--- src/rtl/name_display_controller_if.sv ---
// Byte stream handshake from the UART receive path into the name display controller.
// A byte moves on a rising edge where rx_valid and rx_ready are both high.
interface name_display_controller_if;
  logic [7:0] rx_data;
  logic       rx_valid;
  logic       rx_ready;

  modport master (output rx_data, output rx_valid, input rx_ready);
  modport slave  (input rx_data, input rx_valid, output rx_ready);
endinterface

--- src/rtl/name_display_controller.sv ---
// Edits a shadow copy of the displayed name from a received byte stream and commits it
// to the renderer registers only during vertical blanking, so no frame shows half-updated text.
module name_display_controller #(
  parameter int MAX_NAME_LENGTH  = 10,
  parameter int HORIZONTAL_VALID = 480,
  parameter int VERTICAL_VALID   = 272
) (
  input  logic                           tft_clock_9m,
  input  logic                           system_reset_n,
  name_display_controller_if.slave       rx_bus,
  input  logic [9:0]                     pix_y,
  output logic [8*MAX_NAME_LENGTH-1:0]   name_buffer,
  output logic [5:0]                     name_length,
  output logic [1:0]                     font_size,
  output logic                           commit_done,
  output logic                           overflow
);

  typedef enum logic [1:0] {
    EDIT       = 2'd0,
    WAIT_BLANK = 2'd1,
    COMMIT     = 2'd2
  } state_t;

  localparam logic [5:0] MAX_LEN       = 6'(MAX_NAME_LENGTH);
  localparam logic [9:0] V_BLANK_START = 10'(VERTICAL_VALID);

  // Characters per line at each scale (glyph width is 8*scale pixels), saturated to the length field.
  localparam int RAW_LIMIT_0 = HORIZONTAL_VALID / 8;
  localparam int RAW_LIMIT_1 = HORIZONTAL_VALID / 16;
  localparam int RAW_LIMIT_2 = HORIZONTAL_VALID / 24;
  localparam int RAW_LIMIT_3 = HORIZONTAL_VALID / 32;
  localparam logic [5:0] LIMIT_0 = (RAW_LIMIT_0 > 63) ? 6'd63 : 6'(RAW_LIMIT_0);
  localparam logic [5:0] LIMIT_1 = (RAW_LIMIT_1 > 63) ? 6'd63 : 6'(RAW_LIMIT_1);
  localparam logic [5:0] LIMIT_2 = (RAW_LIMIT_2 > 63) ? 6'd63 : 6'(RAW_LIMIT_2);
  localparam logic [5:0] LIMIT_3 = (RAW_LIMIT_3 > 63) ? 6'd63 : 6'(RAW_LIMIT_3);

  state_t     state_reg;
  logic       rx_ready_reg;
  logic [5:0] shadow_len_reg;
  logic [1:0] pending_font_reg;
  logic [5:0] name_length_reg;
  logic [1:0] font_size_reg;
  logic       commit_done_reg;
  logic       overflow_reg;

  logic       edit_accept;
  logic       is_printable;
  logic       is_backspace;
  logic       is_escape;
  logic       is_font;
  logic       is_commit;
  logic       shadow_full;
  logic       in_blanking;
  logic       commit_load;
  logic [5:0] visible_limit;
  logic [5:0] visible_length;

  always_comb begin
    edit_accept  = rx_bus.rx_valid && rx_ready_reg && (state_reg == EDIT);
    is_printable = (rx_bus.rx_data == 8'h20) || (rx_bus.rx_data == 8'h2B) ||
                   (rx_bus.rx_data == 8'h2D) ||
                   ((rx_bus.rx_data >= 8'h41) && (rx_bus.rx_data <= 8'h5A)) ||
                   ((rx_bus.rx_data >= 8'h61) && (rx_bus.rx_data <= 8'h7A));
    is_backspace = (rx_bus.rx_data == 8'h08);
    is_escape    = (rx_bus.rx_data == 8'h1B);
    is_font      = (rx_bus.rx_data >= 8'h11) && (rx_bus.rx_data <= 8'h14);
    is_commit    = (rx_bus.rx_data == 8'h0D) || (rx_bus.rx_data == 8'h0A);
    shadow_full  = (shadow_len_reg >= MAX_LEN);
    in_blanking  = (pix_y >= V_BLANK_START);
    commit_load  = (state_reg == COMMIT);
  end

  always_comb begin
    case (pending_font_reg)
      2'd0:    visible_limit = LIMIT_0;
      2'd1:    visible_limit = LIMIT_1;
      2'd2:    visible_limit = LIMIT_2;
      default: visible_limit = LIMIT_3;
    endcase
    visible_length = (shadow_len_reg < visible_limit) ? shadow_len_reg : visible_limit;
  end

  // Each character slot owns its shadow and active byte; only the slot addressed by the
  // current length is written, so the shadow stays a plain register file.
  genvar gi;
  generate
    for (gi = 0; gi < MAX_NAME_LENGTH; gi++) begin : g_slot
      logic [7:0] shadow_slot_reg;
      logic [7:0] shadow_slot_next;
      logic [7:0] active_slot_reg;

      always_comb begin
        shadow_slot_next = shadow_slot_reg;
        if (edit_accept) begin
          if (is_escape) begin
            shadow_slot_next = 8'h00;
          end else if (is_printable && !shadow_full && (shadow_len_reg == 6'(gi))) begin
            shadow_slot_next = rx_bus.rx_data;
          end else if (is_backspace && (shadow_len_reg == 6'(gi + 1))) begin
            shadow_slot_next = 8'h00;
          end
        end
      end

      always_ff @(posedge tft_clock_9m or negedge system_reset_n) begin
        if (!system_reset_n) begin
          shadow_slot_reg <= 8'h00;
          active_slot_reg <= 8'h00;
        end else begin
          shadow_slot_reg <= shadow_slot_next;
          if (commit_load) begin
            active_slot_reg <= shadow_slot_reg;
          end
        end
      end

      assign name_buffer[8*gi +: 8] = active_slot_reg;
    end
  endgenerate

  always_ff @(posedge tft_clock_9m or negedge system_reset_n) begin
    if (!system_reset_n) begin
      state_reg        <= EDIT;
      rx_ready_reg     <= 1'b0;
      shadow_len_reg   <= 6'd0;
      pending_font_reg <= 2'd0;
      name_length_reg  <= 6'd0;
      font_size_reg    <= 2'd0;
      commit_done_reg  <= 1'b0;
      overflow_reg     <= 1'b0;
    end else begin
      commit_done_reg <= 1'b0;
      case (state_reg)
        EDIT: begin
          rx_ready_reg <= 1'b1;
          if (edit_accept) begin
            if (is_printable) begin
              if (shadow_full) begin
                overflow_reg <= 1'b1;
              end else begin
                shadow_len_reg <= shadow_len_reg + 6'd1;
              end
            end else if (is_backspace) begin
              if (shadow_len_reg != 6'd0) begin
                shadow_len_reg <= shadow_len_reg - 6'd1;
              end
            end else if (is_escape) begin
              shadow_len_reg <= 6'd0;
            end else if (is_font) begin
              // 0x11..0x14 map to 0..3 through their low two bits minus one
              pending_font_reg <= rx_bus.rx_data[1:0] - 2'd1;
            end else if (is_commit) begin
              state_reg    <= WAIT_BLANK;
              rx_ready_reg <= 1'b0;
            end
          end
        end
        WAIT_BLANK: begin
          rx_ready_reg <= 1'b0;
          if (in_blanking) begin
            state_reg <= COMMIT;
          end
        end
        COMMIT: begin
          name_length_reg <= visible_length;
          font_size_reg   <= pending_font_reg;
          overflow_reg    <= 1'b0;
          commit_done_reg <= 1'b1;
          rx_ready_reg    <= 1'b1;
          state_reg       <= EDIT;
        end
        default: begin
          state_reg    <= EDIT;
          rx_ready_reg <= 1'b0;
        end
      endcase
    end
  end

  assign rx_bus.rx_ready = rx_ready_reg;
  assign name_length     = name_length_reg;
  assign font_size       = font_size_reg;
  assign commit_done     = commit_done_reg;
  assign overflow        = overflow_reg;

endmodule

--- src/flat_wrapper.sv ---
// flat-port wrapper written by rule: the top's interface ports become plain ports
module name_display_controller_flat 
#(
  parameter int MAX_NAME_LENGTH  = 10,
  parameter int HORIZONTAL_VALID = 480,
  parameter int VERTICAL_VALID   = 272
)
  (tft_clock_9m, system_reset_n, pix_y, name_buffer, name_length, font_size, commit_done, overflow, rx_bus_rx_data, rx_bus_rx_valid, rx_bus_rx_ready);
  name_display_controller_if rx_bus_i ();
  input  logic tft_clock_9m;
  input  logic system_reset_n;
  input  logic [9:0] pix_y;
  output logic [8*MAX_NAME_LENGTH-1:0] name_buffer;
  output logic [5:0] name_length;
  output logic [1:0] font_size;
  output logic commit_done;
  output logic overflow;
  input wire logic [$bits(rx_bus_i.rx_data)-1:0] rx_bus_rx_data;
  input wire logic [$bits(rx_bus_i.rx_valid)-1:0] rx_bus_rx_valid;
  output wire logic [$bits(rx_bus_i.rx_ready)-1:0] rx_bus_rx_ready;
  assign rx_bus_i.rx_data = rx_bus_rx_data;
  assign rx_bus_i.rx_valid = rx_bus_rx_valid;
  assign rx_bus_rx_ready = rx_bus_i.rx_ready;
  name_display_controller #(.MAX_NAME_LENGTH(MAX_NAME_LENGTH), .HORIZONTAL_VALID(HORIZONTAL_VALID), .VERTICAL_VALID(VERTICAL_VALID)) u_core (.tft_clock_9m(tft_clock_9m), .system_reset_n(system_reset_n), .rx_bus(rx_bus_i), .pix_y(pix_y), .name_buffer(name_buffer), .name_length(name_length), .font_size(font_size), .commit_done(commit_done), .overflow(overflow));
endmodule
--- config.mk ---
export PLATFORM = sky130hd
export DESIGN_NAME = name_display_controller_flat
export DESIGN_NICKNAME = d
export VERILOG_FILES = /design/src/rtl/name_display_controller_if.sv /design/src/rtl/name_display_controller.sv /design/src/flat_wrapper.sv
export SDC_FILE = /design/constraint.sdc
export NUM_CORES = 1
export LEC_CHECK = 0
export ABC_CLOCK_PERIOD_IN_PS = 6000
export CAP_MARGIN = 10
export CORE_UTILIZATION = 55
export CTS_BUF_LIST = sky130_fd_sc_hd__clkbuf_8
export DETAILED_ROUTE_END_ITERATION = 8
export GPL_TIMING_DRIVEN = 0
export PLACE_DENSITY = 0.81
export SYNTH_ARGS = -nofsm -noshare
export SYNTH_HDL_FRONTEND = slang
export SYNTH_SLANG_ARGS = --single-unit
--- constraint.sdc ---
create_clock -name tft_clock_9m -period 6 [get_ports tft_clock_9m]
set_clock_uncertainty 0.15 [all_clocks]
set_input_delay 1.8 -clock tft_clock_9m [delete_from_list [all_inputs] [get_ports tft_clock_9m]]
set_output_delay 1.8 -clock tft_clock_9m [all_outputs]
set_load 0.05 [all_outputs]
-- Word level (Yosys, flattened, before mapping)
Index checks and enable logic that the tools add are counted.
W data, S select, Z words.
- $add $sub $neg: 3
- magnitude comparators: 9
- equal/unequal tests: 32
- muxes and demuxes: 57
- bitwise gates (word level): 3
- reductions and logical operators: 62
- operators by type and width (operator ; count):
    $mux W8 ; 30
    $mux W6 ; 6
    $reduce_bool A3 Y1 ; 11
    $logic_and A1 B1 Y1 ; 26
    $eq A6 B3 Y1 const B ; 4
    $eq A8 B4 Y1 const B ; 3
    $eq A8 B6 Y1 const B ; 3
    $reduce_and A2 Y1 ; 10
    $eq A6 B4 Y1 const B ; 3
    $pmux W6 S3 ; 1
    $ge A8 B7 Y1 const B ; 2
    $le A8 B7 Y1 const B ; 2
    $mux W2 ; 7
    $eq A6 B2 Y1 const B ; 2
    $ge A10 B9 Y1 const B ; 1
    $mux W1 ; 10
    $ne A2 B1 Y1 const B ; 5
    $ne A2 B2 Y1 const B ; 5
    $eq A8 B5 Y1 const B ; 1
    $ge A8 B5 Y1 const B ; 1
    $le A8 B5 Y1 const B ; 1
    $reduce_and A7 Y1 ; 1
    $add A6 B1 Y6 const B ; 1
    $eq A6 B1 Y1 const B ; 1
    other kinds (19) ; 29
- register bits after elaboration: 181
- word-level logic and storage cells: 194

-- Depth between registers and ports, before layout
- depth in word-level cells: 9
- depth in mapped cells: 10
- mapped depth without buffers: 8

-- Worst setup path before layout
OpenSTA, ideal clock, no wires.
- path kind: in2reg
- start: input port rx_bus_rx_data[0]
- end: register u_core.g_slot[2].shadow_slot_reg[5]
- library setup time: 121 ps
- arrival: 3666 ps
- setup slack: 2063 ps
- stages: 10
- buffers on the path: 2
- cell sequence: inv_1 > ha_1 > nor2b_1 > a41o_1 > or3_1 > buf_2 > buf_6 > nor4_1 > o21ai_1 > a22o_1
- longest elaborated chain between the ends: 9
- elaborated cells on any way between the ends: 22
- classes of those cells: order compare: 4; eq/ne: 5; mux: 2; reduce/logical: 11
- ends and longest elaborated chain (item ; line ; RTL):
    from (decl) ; flat_wrapper.sv:18 ; input wire logic [$bits(rx_bus_i.rx_data)-1:0] rx_bus_rx_data;
    parallel branches: the longest is 9 deep, another holds $ge A8 B7 Y1 ; -- ;
    to (signal assigned) ; name_display_controller.sv:111 ; shadow_slot_reg <= shadow_slot_next;
    to (decl) ; name_display_controller.sv:89 ; logic [7:0] shadow_slot_reg;
Several ways; the timed one is not identified.
A chain may end at the register's enable or synchronous reset.

-- Final worst setup path
- start: input port rx_bus_rx_data[1]
- end: register u_core.g_slot[6].shadow_slot_reg[0]
- longest elaborated chain between the ends: 9
- elaborated cells on any way between the ends: 22
- classes of those cells: order compare: 4; eq/ne: 5; mux: 2; reduce/logical: 11
- ends and longest elaborated chain (item ; line):
    parallel branches: the longest is 9 deep, another holds $ge A8 B7 Y1 ; --
    to (signal assigned) ; name_display_controller.sv:111
    to (decl) ; name_display_controller.sv:89
Several ways; the timed one is not identified.

==> flow_summary.rst <==
.. list-table::
   :header-rows: 1

   * - Metric
     - Value
   * - Worst Setup Slack post-DPL
     - 1.017 ns
   * - Remaining design rule violation count
     - 0
   * - Synthesized Nets
     - 814
   * - Sequential element share of the synthesized area
     - 59.01%
   * - Setup repair after global routing missed its margin
     - false
   * - Leakage Power
     - about 4.5 nW
   * - Detailed Route Iter0 Violations
     - 783
   * - Syn Inst Count
     - 779
   * - Most common library cell in the layout ignoring fill and taps
     - nand2_1
   * - TritonCTS Sinks
     - 181
   * - Setup Viol. Count Final
     - 0
   * - Hold buffer count at cts
     - 0
   * - Inserted Clock Buffers
     - 17
   * - Worst slew margin relative to its limit
     - 39.57%
   * - Actual transition at the worst max-transition pin
     - 0.9065 ns
   * - Sum of net half-perimeters after detailed placement
     - roughly 15000 um
   * - RD Place Congestion
     - 0.8948
   * - Hold path depth
     - 2
   * - Class of the tightest hold or removal check
     - reg2reg
   * - CTS max path bufs
     - 2
   * - Dominant combinational cell family by area after synthesis
     - simple AND/OR/NAND/NOR gates
   * - Basic-gate share of the synthesized area counting and, or, nand and nor cells
     - 20.07%
   * - Clock latency of the later-clocked register in the worst-skew pair
     - 0.48 ns
   * - Setup slack on the worst flop-to-flop path
     - 2.91 ns
   * - Seq cells post-synth
     - 181
   * - Die Wd
     - between 100 and 150 um
   * - # port buffers
     - between 100 and 150
   * - Unique cell type count in the Yosys netlist
     - between 50 and 60
   * - Post-synthesis mux area share
     - 0.6846%
   * - Net count of the finished layout
     - 939
   * - Die outline area
     - 14430 um2
   * - Max VDD drop
     - 159.6 uV
   * - Critical path peak fanout
     - 10
   * - Post-synthesis area per instance
     - 9.854 um2
   * - Pin count of the biggest net entering global routing
     - 126
   * - Share of flip-flops with an asynchronous set or reset
     - 100.0%
   * - Yosys warning count
     - 0
   * - Post-route cell area
     - approximately 9400 um2
   * - Share of the clock period used by the worst path after layout
     - 76.38%
   * - Number of inserted diodes
     - 0
   * - Launching element type of the critical path
     - input port
   * - Clock-pin slew of the registers on the worst-case setup and hold paths
     - 0.10 ns
   * - Synthesized-area fraction occupied by ao, oa, aoi and oai cells
     - about 14%
   * - Critical path capture point type
     - flip-flop
   * - Core occupancy in the finished layout
     - 69.96%
   * - Grt ovf
     - 0
   * - Vias in the first global route
     - ~6400
   * - Max-cap viol count
     - 0
   * - Proportion of layout cells with a drive suffix above 1
     - 5.568%
   * - GRT Overall Usage
     - 31.30%
   * - Most common flop cell mapped by yosys
     - dfrtp_1
   * - Post-synthesis share of cell area spent on full adders, half adders and majority gates
     - approximately 2.3%
   * - Post-synthesis xor/xnor area fraction
     - 0%
   * - First-pass GRT wire length
     - 34360 um
   * - Data required time at the worst endpoint
     - 6.19 ns
   * - Final number of hold-violating endpoints
     - 0
   * - Antenna violations before repair
     - 0
   * - Data arrival time of the critical path
     - 4.78 ns
   * - Total wire length after detailed routing
     - approximately 21000 um
   * - Commonest non-fill, non-tap cells in the layout
     - 251 x nand2_1, 181 x dfrtp_1, 104 x clkdlybuf4s50_1, 32 x clkbuf_1, 28 x inv_1
   * - Setup repair bufs after CTS
     - 0
   * - Post-synthesis cell area
     - around 7700 um2
   * - Post-route setup slack
     - 1.418 ns
   * - Initial cell density of the core
     - roughly 57%
   * - Area growth syn-to-layout
     - 22.14%
   * - Number of slew-limit violations in the final report
     - 0
   * - Critical Setup Path Class
     - in2reg
   * - CTS tree
     - yes
   * - Clock Root Buffer
     - clkbuf_8
   * - Maximum operating frequency
     - about 220 MHz
   * - Area occupied by multi-input gates
     - 2867 um2
   * - Maximum level of the CTS H-tree
     - 4
   * - DRT antenna net count
     - 0
   * - Power per unit of standard cell area
     - about 270 nW/um2
   * - Mean routed wirelength per cell
     - about 20 um
   * - Status
     - finished, final reports clean
   * - Placed Instance Area
     - 8980 um2
   * - Via count
     - 6495
   * - Via density per instance
     - 5.948
   * - Sequential Area
     - 4529 um2
   * - Y dimension of the die
     - 120.1 um
   * - Final period demand of the worst path
     - 4.583 ns
   * - Number of enable-type register cells in the synthesized netlist
     - 0
   * - Cell depth of the worst flop-to-flop path
     - 10
   * - Count of instances resized after the clock tree is built
     - 0
   * - Fill cell total of the finished layout
     - approximately 1000
   * - Pre-antenna DRT Iters
     - 5
   * - Number of ports placed on the die boundary
     - 112
   * - Site Rows
     - between 40 and 50
   * - Std-Cell Core Area
     - 13400 um2
==> critical path, stage by stage <==
cell	delay, ns
clkdlybuf4s50_1	0.62
inv_1	0.13
ha_1	0.24
mux2_2	0.27
and3_1	0.20
nor3_2	0.44
buf_2	0.37
buf_4	0.24
nor4_1	0.09
nand2_1	0.24
o2bb2ai_1	0.12
==> where the power goes <==
group	internal [mW]	total [mW]	switching [mW]
Combinational	0.120	0.381	0.261
Clock	0.386	0.844	0.458
Sequential	1.26	1.30	0.0424
Total	1.77	2.53	0.762
==> through the flow <==
step	hold WS, ns	cells	TNS [ns]	total power, mW
after global placement	0.2966	1060	-703.02	1.694
after floorplan	0.2804	779	0	1.552
after CTS	0.3257	1092	0	2.533
final	0.3269	1092	0	2.530
after global routing	0.3468	1092	0	2.625
after detailed placement	0.3009	1061	0	1.706
==> synthesized netlist by cell type (all sizes together) (4+ instances only) <==
cell type / instances / area share (%)
o22ai: 14 / 1.1
nor4: 17 / 1.4
a21oi: 26 / 1.7
inv: 28 / 1.4
and2: 11 / 0.90
buf: 8 / 0.72
a22o: 25 / 2.9
nand3: 11 / 0.72
or2: 4 / 0.33
o21ai: 34 / 2.3
a32o: 9 / 1.2
nor2: 29 / 1.5
nand4: 4 / 0.33
dfrtp: 181 / 59
clkbuf: 32 / 1.6
o2bb2ai: 24 / 2.7
nor3: 7 / 0.52
or3: 4 / 0.33
nand2: 251 / 12
nor2b: 4 / 0.33
ha: 14 / 2.3
nand2b: 4 / 0.33
==> area by class of cell <==
class	count	area share (%)
Timing Repair Buffer	106	11.56
Multi-Input combinational cell	530	30.58
Clock inverter	13	1.575
Tap cell	176	2.349
Buffer	40	1.868
Sequential cell	181	48.31
Inverter	28	1.121
Clock buffer	18	2.642
==> logic make-up after synthesis <==
logic type / Yosys count
compound gates: 154
simple gates: 357
mux: 5
fa+ha+maj: 14
flops: 181
buf+inv: 68
==> routing by layer <==
| layer | track usage (%) | vias to the layer above | part of all wire [%] |
|---|---|---|---|
| li1 | - | 2923 | - |
| met1 | 43.84 | 3229 | 43 |
| met2 | 48.99 | 292 | 47 |
| met3 | 5.513 | 51 | 6.8 |
| met4 | 11.56 | 0 | 2.3 |
| met5 | 0 | - | 0 |
==> final timing paths <==
kind                                                startpoint                                  end
min reg2reg                u_core.g_slot[6].shadow_slot_reg[7]  u_core.g_slot[6].active_slot_reg[7]
min                        u_core.g_slot[6].shadow_slot_reg[7]  u_core.g_slot[6].active_slot_reg[7]
min in group asynchronous                       system_reset_n  u_core.g_slot[9].active_slot_reg[0]
max in group asynchronous                       system_reset_n  u_core.g_slot[1].shadow_slot_reg[3]
max reg2reg                           u_core.shadow_len_reg[0]  u_core.g_slot[9].shadow_slot_reg[4]
max                                          rx_bus_rx_data[1]  u_core.g_slot[6].shadow_slot_reg[0]
Power figures use the tool's default switching activity.
==> edit 1: new RTL, same flow settings <==
`MAX_NAME_LENGTH` is set to 10 in 2 places; all go to 5.
--- a/src/rtl/name_display_controller.sv
+++ b/src/rtl/name_display_controller.sv
@@ -1,7 +1,7 @@
 // Edits a shadow copy of the displayed name from a received byte stream and commits it
 // to the renderer registers only during vertical blanking, so no frame shows half-updated text.
 module name_display_controller #(
-  parameter int MAX_NAME_LENGTH  = 10,
+  parameter int MAX_NAME_LENGTH  = 5,
   parameter int HORIZONTAL_VALID = 480,
   parameter int VERTICAL_VALID   = 272
 ) (
--- a/src/flat_wrapper.sv
+++ b/src/flat_wrapper.sv
@@ -1,7 +1,7 @@
 // flat-port wrapper written by rule: the top's interface ports become plain ports
 module name_display_controller_flat 
 #(
-  parameter int MAX_NAME_LENGTH  = 10,
+  parameter int MAX_NAME_LENGTH  = 5,
   parameter int HORIZONTAL_VALID = 480,
   parameter int VERTICAL_VALID   = 272
 )
Ports: changed (resized name_buffer); port bits go from 112 to 72. The function was not compared with the original's and may differ.
==> edit 1 against the unedited design <==
Via count down 38%. Count of clock-buffer cells in the layout fell by 9. Die area fell by 36%. Routed wire length down 43%. Sequential cell count fell by 80. Total power down 26%. Non-clock buffer count down 58. Area after synthesis fell by 37%. Sequential share of layout area down 5.0 points. Utilization about the same. Worst setup slack improved by 81 ps. Cell area down 38%.
==> edit 1: results (changes against the unedited design) <==
Clock network:
- The total CTS buffers is 9 (-8).

Global routing:
- The met3 routing resource usage after global routing is 3.16% (-2.4 points).
- The global routing met1 resource utilization is 39.0% (-4.8 points).
- The number of global-route vias before repair is 3,766 (-41%).
- The global routing met2 resource utilization is 47.4% (-1.6 points).
- The global router's overall resource usage is 28.4% (-2.9 points).
- The pin count of the biggest net entering global routing is 54 (-57%).

Place:
- The final weighted congestion in routability-driven placement is 0.917 (+2.5%).
- The HPWL after detailed placement was 8780 µm (-40%).
- The total placed cells including tap cells was 666 (-37%).
- The post-place setup slack is 1230 ps (+213 ps).
- The quantity of I/O buffers inserted on ports is 66 (-37%).

Synthesis:
- The count of cell types in the netlist is 64 (+21%).
- The cell area after synthesis came to 0.00483 mm² (-37%).
- The flip-flop and latch count after synthesis is 101 (-44%).
- The proportion of synthesized chip area in sequential cells is 52.3% (-6.7 points).
- The number of standard cells after synthesis came to 494 (-37%).

Worst setup path:
- The depth of the most critical reg-to-reg path is 7 (-3).
- The maximum cell stage delay along the critical path is 680 ps (+60 ps).
- The kind of cell with the highest combined delay along the critical path is compound AO/OA/AOI/OAI gates.

Layout:
- The fraction of area in clock buffers and inverters came to 3.21% (-1.0 points).
- The layout inverter count without the clock tree is 21 (-25%).
- The multi-input gate share of the layout cell area is 36.6% (+6.1 points).
- The area of all placed cells without fillers is 0.00584 mm² (-38%).
- The number of clock buffer instances in the layout is 9 (-9).
- The count of multi-input gates is 351 (-34%).
- The total of plain and repair buffers excluding clock buffers is 88 (-40%).
- The share of layout cells above drive strength 1 came to 6.76% (+1.2 points).

Routing:
- The routed wire length per instance is 17.7 µm (-9.2%).
- The routed metal-1 wire length is 5480 µm (-41%).
- The number of vias per cell after detailed routing is 5.89 (-0.97%).

Status:
- The flow ran to the end, and the final reports show no timing, DRC or antenna violations.

Power and ir drop:
- The static leakage power is 2.81 nW (-37%).
- The peak ir drop on the vdd network is 0.159 mV (-0.32%).
==> edit 1: cells by family after synthesis <==
family                   after synthesis  share of synthesized area, %
AND/OR/NAND/NOR                      224                          22.3
XOR/XNOR                               2                         0.362
buffers and inverters                 42                          3.47
AO/OA/AOI/OAI                         93                          14.2
multiplexers                          18                          3.73
adder cells (fa/ha/maj)               14                          3.62
flip-flops                           101                          52.3
==> edit 1: worst min-delay path by stage <==
stage / startpoint / endpoint / slack (ps) / depth (start not counted)
4_1_cts: u_core.g_slot[4].shadow_slot_reg[1]$_DFFE_PN0P_ / u_core.g_slot[4].active_slot_reg[1]$_DFFE_PN0P_ / 330 / 2
3_5_place_dp: u_core.g_slot[0].shadow_slot_reg[7]$_DFFE_PN0P_ / u_core.g_slot[0].active_slot_reg[7]$_DFFE_PN0P_ / 300 / 2
6_report: u_core.g_slot[2].shadow_slot_reg[1]$_DFFE_PN0P_ / u_core.g_slot[2].active_slot_reg[1]$_DFFE_PN0P_ / 330 / 2
2_1_floorplan: u_core.g_slot[1].shadow_slot_reg[7]$_DFFE_PN0P_ / u_core.g_slot[1].active_slot_reg[7]$_DFFE_PN0P_ / 280 / 2
3_3_place_gp: u_core.g_slot[4].shadow_slot_reg[7]$_DFFE_PN0P_ / u_core.g_slot[4].active_slot_reg[7]$_DFFE_PN0P_ / 300 / 2
5_1_grt: u_core.g_slot[2].shadow_slot_reg[7]$_DFFE_PN0P_ / u_core.g_slot[2].active_slot_reg[7]$_DFFE_PN0P_ / 350 / 2
==> edit 1: power breakdown <==
part           leakage (nW)  switching, mW  internal [mW]
Clock                0.0934          0.263          0.159
Sequential             1.35         0.0836          0.815
Combinational          1.37          0.340          0.208
==> edit 2: new RTL, config.mk and constraints unchanged <==
Made on the original files. Re-encode `state_t` (3 states) as one-hot, 3 bits wide.
--- a/src/rtl/name_display_controller.sv
+++ b/src/rtl/name_display_controller.sv
@@ -16,10 +16,10 @@
   output logic                           overflow
 );
 
-  typedef enum logic [1:0] {
-    EDIT       = 2'd0,
-    WAIT_BLANK = 2'd1,
-    COMMIT     = 2'd2
+  typedef enum logic [2:0] {
+    EDIT       = 3'b001,
+    WAIT_BLANK = 3'b010,
+    COMMIT     = 3'b100
   } state_t;
 
   localparam logic [5:0] MAX_LEN       = 6'(MAX_NAME_LENGTH);
Function: no difference found for any inputs over 4 cycles, from zero or initial values and one cycle with system_reset_n low; so few cycles prove little.
==> edit 2 against the unedited design <==
Area after synthesis about the same. Fmax rose by 2.1%. Total power rose by 1.5%. Routed wire length down 14%. Largest cell class unchanged. Sequential cell count increased by 1. Sequential share of layout area grew 0.27 points. Critical endpoint is now u_core.g_slot[7].shadow_slot_reg[4]$_DFFE_PN0P_. Worst setup slack gained 93 ps. Hold slack got worse by 19 ps. Critical path type unchanged. Utilization is 0.25 points lower. Cell area barely moved. First-iteration DRC count down 22%. Via count fell by 4.4%. Global-route usage shrank 4.1 points. Synthesized cell count increased by 1.0%.
==> edit 2: results (changes against the unedited design) <==
Status:
- The run finished with clean final reports.

Layout:
- The share of layout cells above drive strength 1 is 6.16% (+0.59 points).
- The number of antenna diodes is 0 (unchanged).
- The total number of nets in the final design is 947 (+0.85%).
- The layout filler cell count is 1,053 (+4.8%).

Synthesis:
- Ranked by instance count, the synthesized netlist is headed by sky130_fd_sc_hd__nand2_1, sky130_fd_sc_hd__dfrtp_1, sky130_fd_sc_hd__o21ai_0, sky130_fd_sc_hd__nand3_1, sky130_fd_sc_hd__clkbuf_1.
- Ranked by total cell area, the synthesized netlist is headed by sky130_fd_sc_hd__dfrtp_1, sky130_fd_sc_hd__nand2_1, sky130_fd_sc_hd__o21ai_0.
- The total nets after synthesis came to 822 (+0.98%).
- The count of cell types in the netlist is 58 (+9.4%).
- The proportion of synthesized chip area in sequential cells is 59.3% (+0.28 points).

Global routing:
- The global router's overall resource usage was 27.2% (-4.1 points).
- The number of global-route vias before repair came to 5,717 (-11%).
- The global-route wire length before repair is 29,800 µm (-13%).
- The pin count of the biggest net entering global routing came to 104 (-17%).
- The number of antenna violations at the first check in global routing is 0 (unchanged).

Clock network:
- The total CTS buffers was 17 (unchanged).
- The maximum number of buffers from clock root to sink is 2 (unchanged).
- The clock-pin transition on the worst setup and hold timing paths is 90 ps.
- The number of instances resized during post-cts repair came to 0 (unchanged).
- At the later pin of the worst-skew pair, clock insertion delay measures 470 ps.
- The cell sitting at the root of the clock tree is a sky130_fd_sc_hd__clkbuf_8.

Worst setup path:
- The highest net fanout along the worst path is 10 (unchanged).
- The critical-path cell with the highest stage delay is sky130_fd_sc_hd__clkdlybuf4s50_1.
- The signal arrival time at the worst endpoint came to 4670 ps (-110 ps).
- The maximum cell stage delay along the critical path is 600 ps (-20 ps).
- The dominant delay contributor by cell family on the critical path is simple AND/OR/NAND/NOR gates.
- Tracing the worst setup path back leads to its startpoint at rx_bus_rx_data[0].

Power and ir drop:
- The total power per unit cell area is 274 mW/mm² (+1.5%).
- The peak ir drop on the vdd network is 0.142 mV (-11%).
- The static leakage power is 4.51 nW (+0.59%).

Routing:
- The starting DRC count in detailed routing is 613 (-22%).
- The number of detailed-route iterations in the first pass is 5 (unchanged).
- The final wirelength is 18,400 µm (-14%).
- The number of vias per cell after detailed routing is 5.64 (-5.2%).

STA:
- The relative slew slack is 12.6% (-27 points).
- The number of hold violations in the final report is 0 (unchanged).

Place:
- The HPWL after detailed placement is 12,700 µm (-13%).
- The cell area after placement is 0.00899 mm² (about the same).
- The final weighted congestion in routability-driven placement is 0.940 (+5.1%).

Worst hold path:
- The beginning of the worst hold path is u_core.g_slot[4].shadow_slot_reg[5]$_DFFE_PN0P_.
-- edit 2: changes by cell type in the layout (fill, tap and decap cells not counted), sizes merged, moves of 7 or more --
cell / before / now
a21oi: 26 / 13
a22o: 25 / 18
a32o: 9 / 0
inv: 34 / 16
nand2: 251 / 275
nand3: 11 / 39
nor2: 29 / 22
nor4: 17 / 4
o21ai: 34 / 50
o22ai: 14 / 3
-- edit 2: final cells by class --
type / instances / share of cell area (%)
multi-input combinational: 552 / 31.1
timing repair buffer: 106 / 11.6
clock buffer: 19 / 2.79
tap: 176 / 2.35
inverter: 13 / 0.520
sequential: 182 / 48.6
clock inverter: 13 / 1.37
buffer: 40 / 1.77
-- edit 2: final timing paths --
| check | to | slack (ps) | depth (start not counted) |
|---|---|---|---|
| worst max-delay path | u_core.g_slot[7].shadow_slot_reg[4]$_DFFE_PN0P_ | 1510 | 10 |
| worst min-delay path | u_core.g_slot[4].active_slot_reg[5]$_DFFE_PN0P_ | 310 | 2 |
| worst max register to register | u_core.g_slot[7].shadow_slot_reg[4]$_DFFE_PN0P_ | 2220 | 10 |
| worst min register to register | u_core.g_slot[4].active_slot_reg[5]$_DFFE_PN0P_ | 310 | 2 |
| max in group asynchronous | u_core.g_slot[1].active_slot_reg[5]$_DFFE_PN0P_ | 3660 | 2 |
| min in group asynchronous | u_core.font_size[1]$_DFFE_PN0P_ | 1140 | 1 |
-- edit 2: power breakdown --
part,internal [mW],switching [mW],leakage [nW]
registers,1.33,0.0715,2.50
clock network,0.390,0.431,0.205
logic,0.145,0.203,1.80
-- edit 2: tightest hold or removal path, stage by stage, from the launching register on --
cell and delay, ps:
sky130_fd_sc_hd__dfrtp_1 350, sky130_fd_sc_hd__nand2_1 50, sky130_fd_sc_hd__nand2_1 50
-- edit 2: per-layer routing --
layer	up-vias	share of wire (%)	wire length (µm)	track usage (%)
met5	-	0	0	0
met1	2988	44	8020	38.1
li1	2931	-	-	-
met4	0	2.3	418	9.06
met2	254	47	8640	42.0
met3	37	7.2	1320	6.46
-- edit 2: logic make-up after synthesis --
logic type                 count (synthesis)  synth area share, %
DFF                                      182                 59.3
adders and majority gates                 14                 2.28
and+or+nand+nor                          399                 22.7
muxes                                      6                0.798
AOI/OAI and AO/OA                        133                 12.1
buffers and inverters                     53                 2.80
-- edit 2: metrics by stage --
stage / instances / setup slack [ps]
final: 1101 / 1510
after floorplan: 787 / 2040
after CTS: 1101 / 1610
after global routing: 1101 / 1400
after global placement: 1068 / -4300
after detailed placement: 1069 / 1110
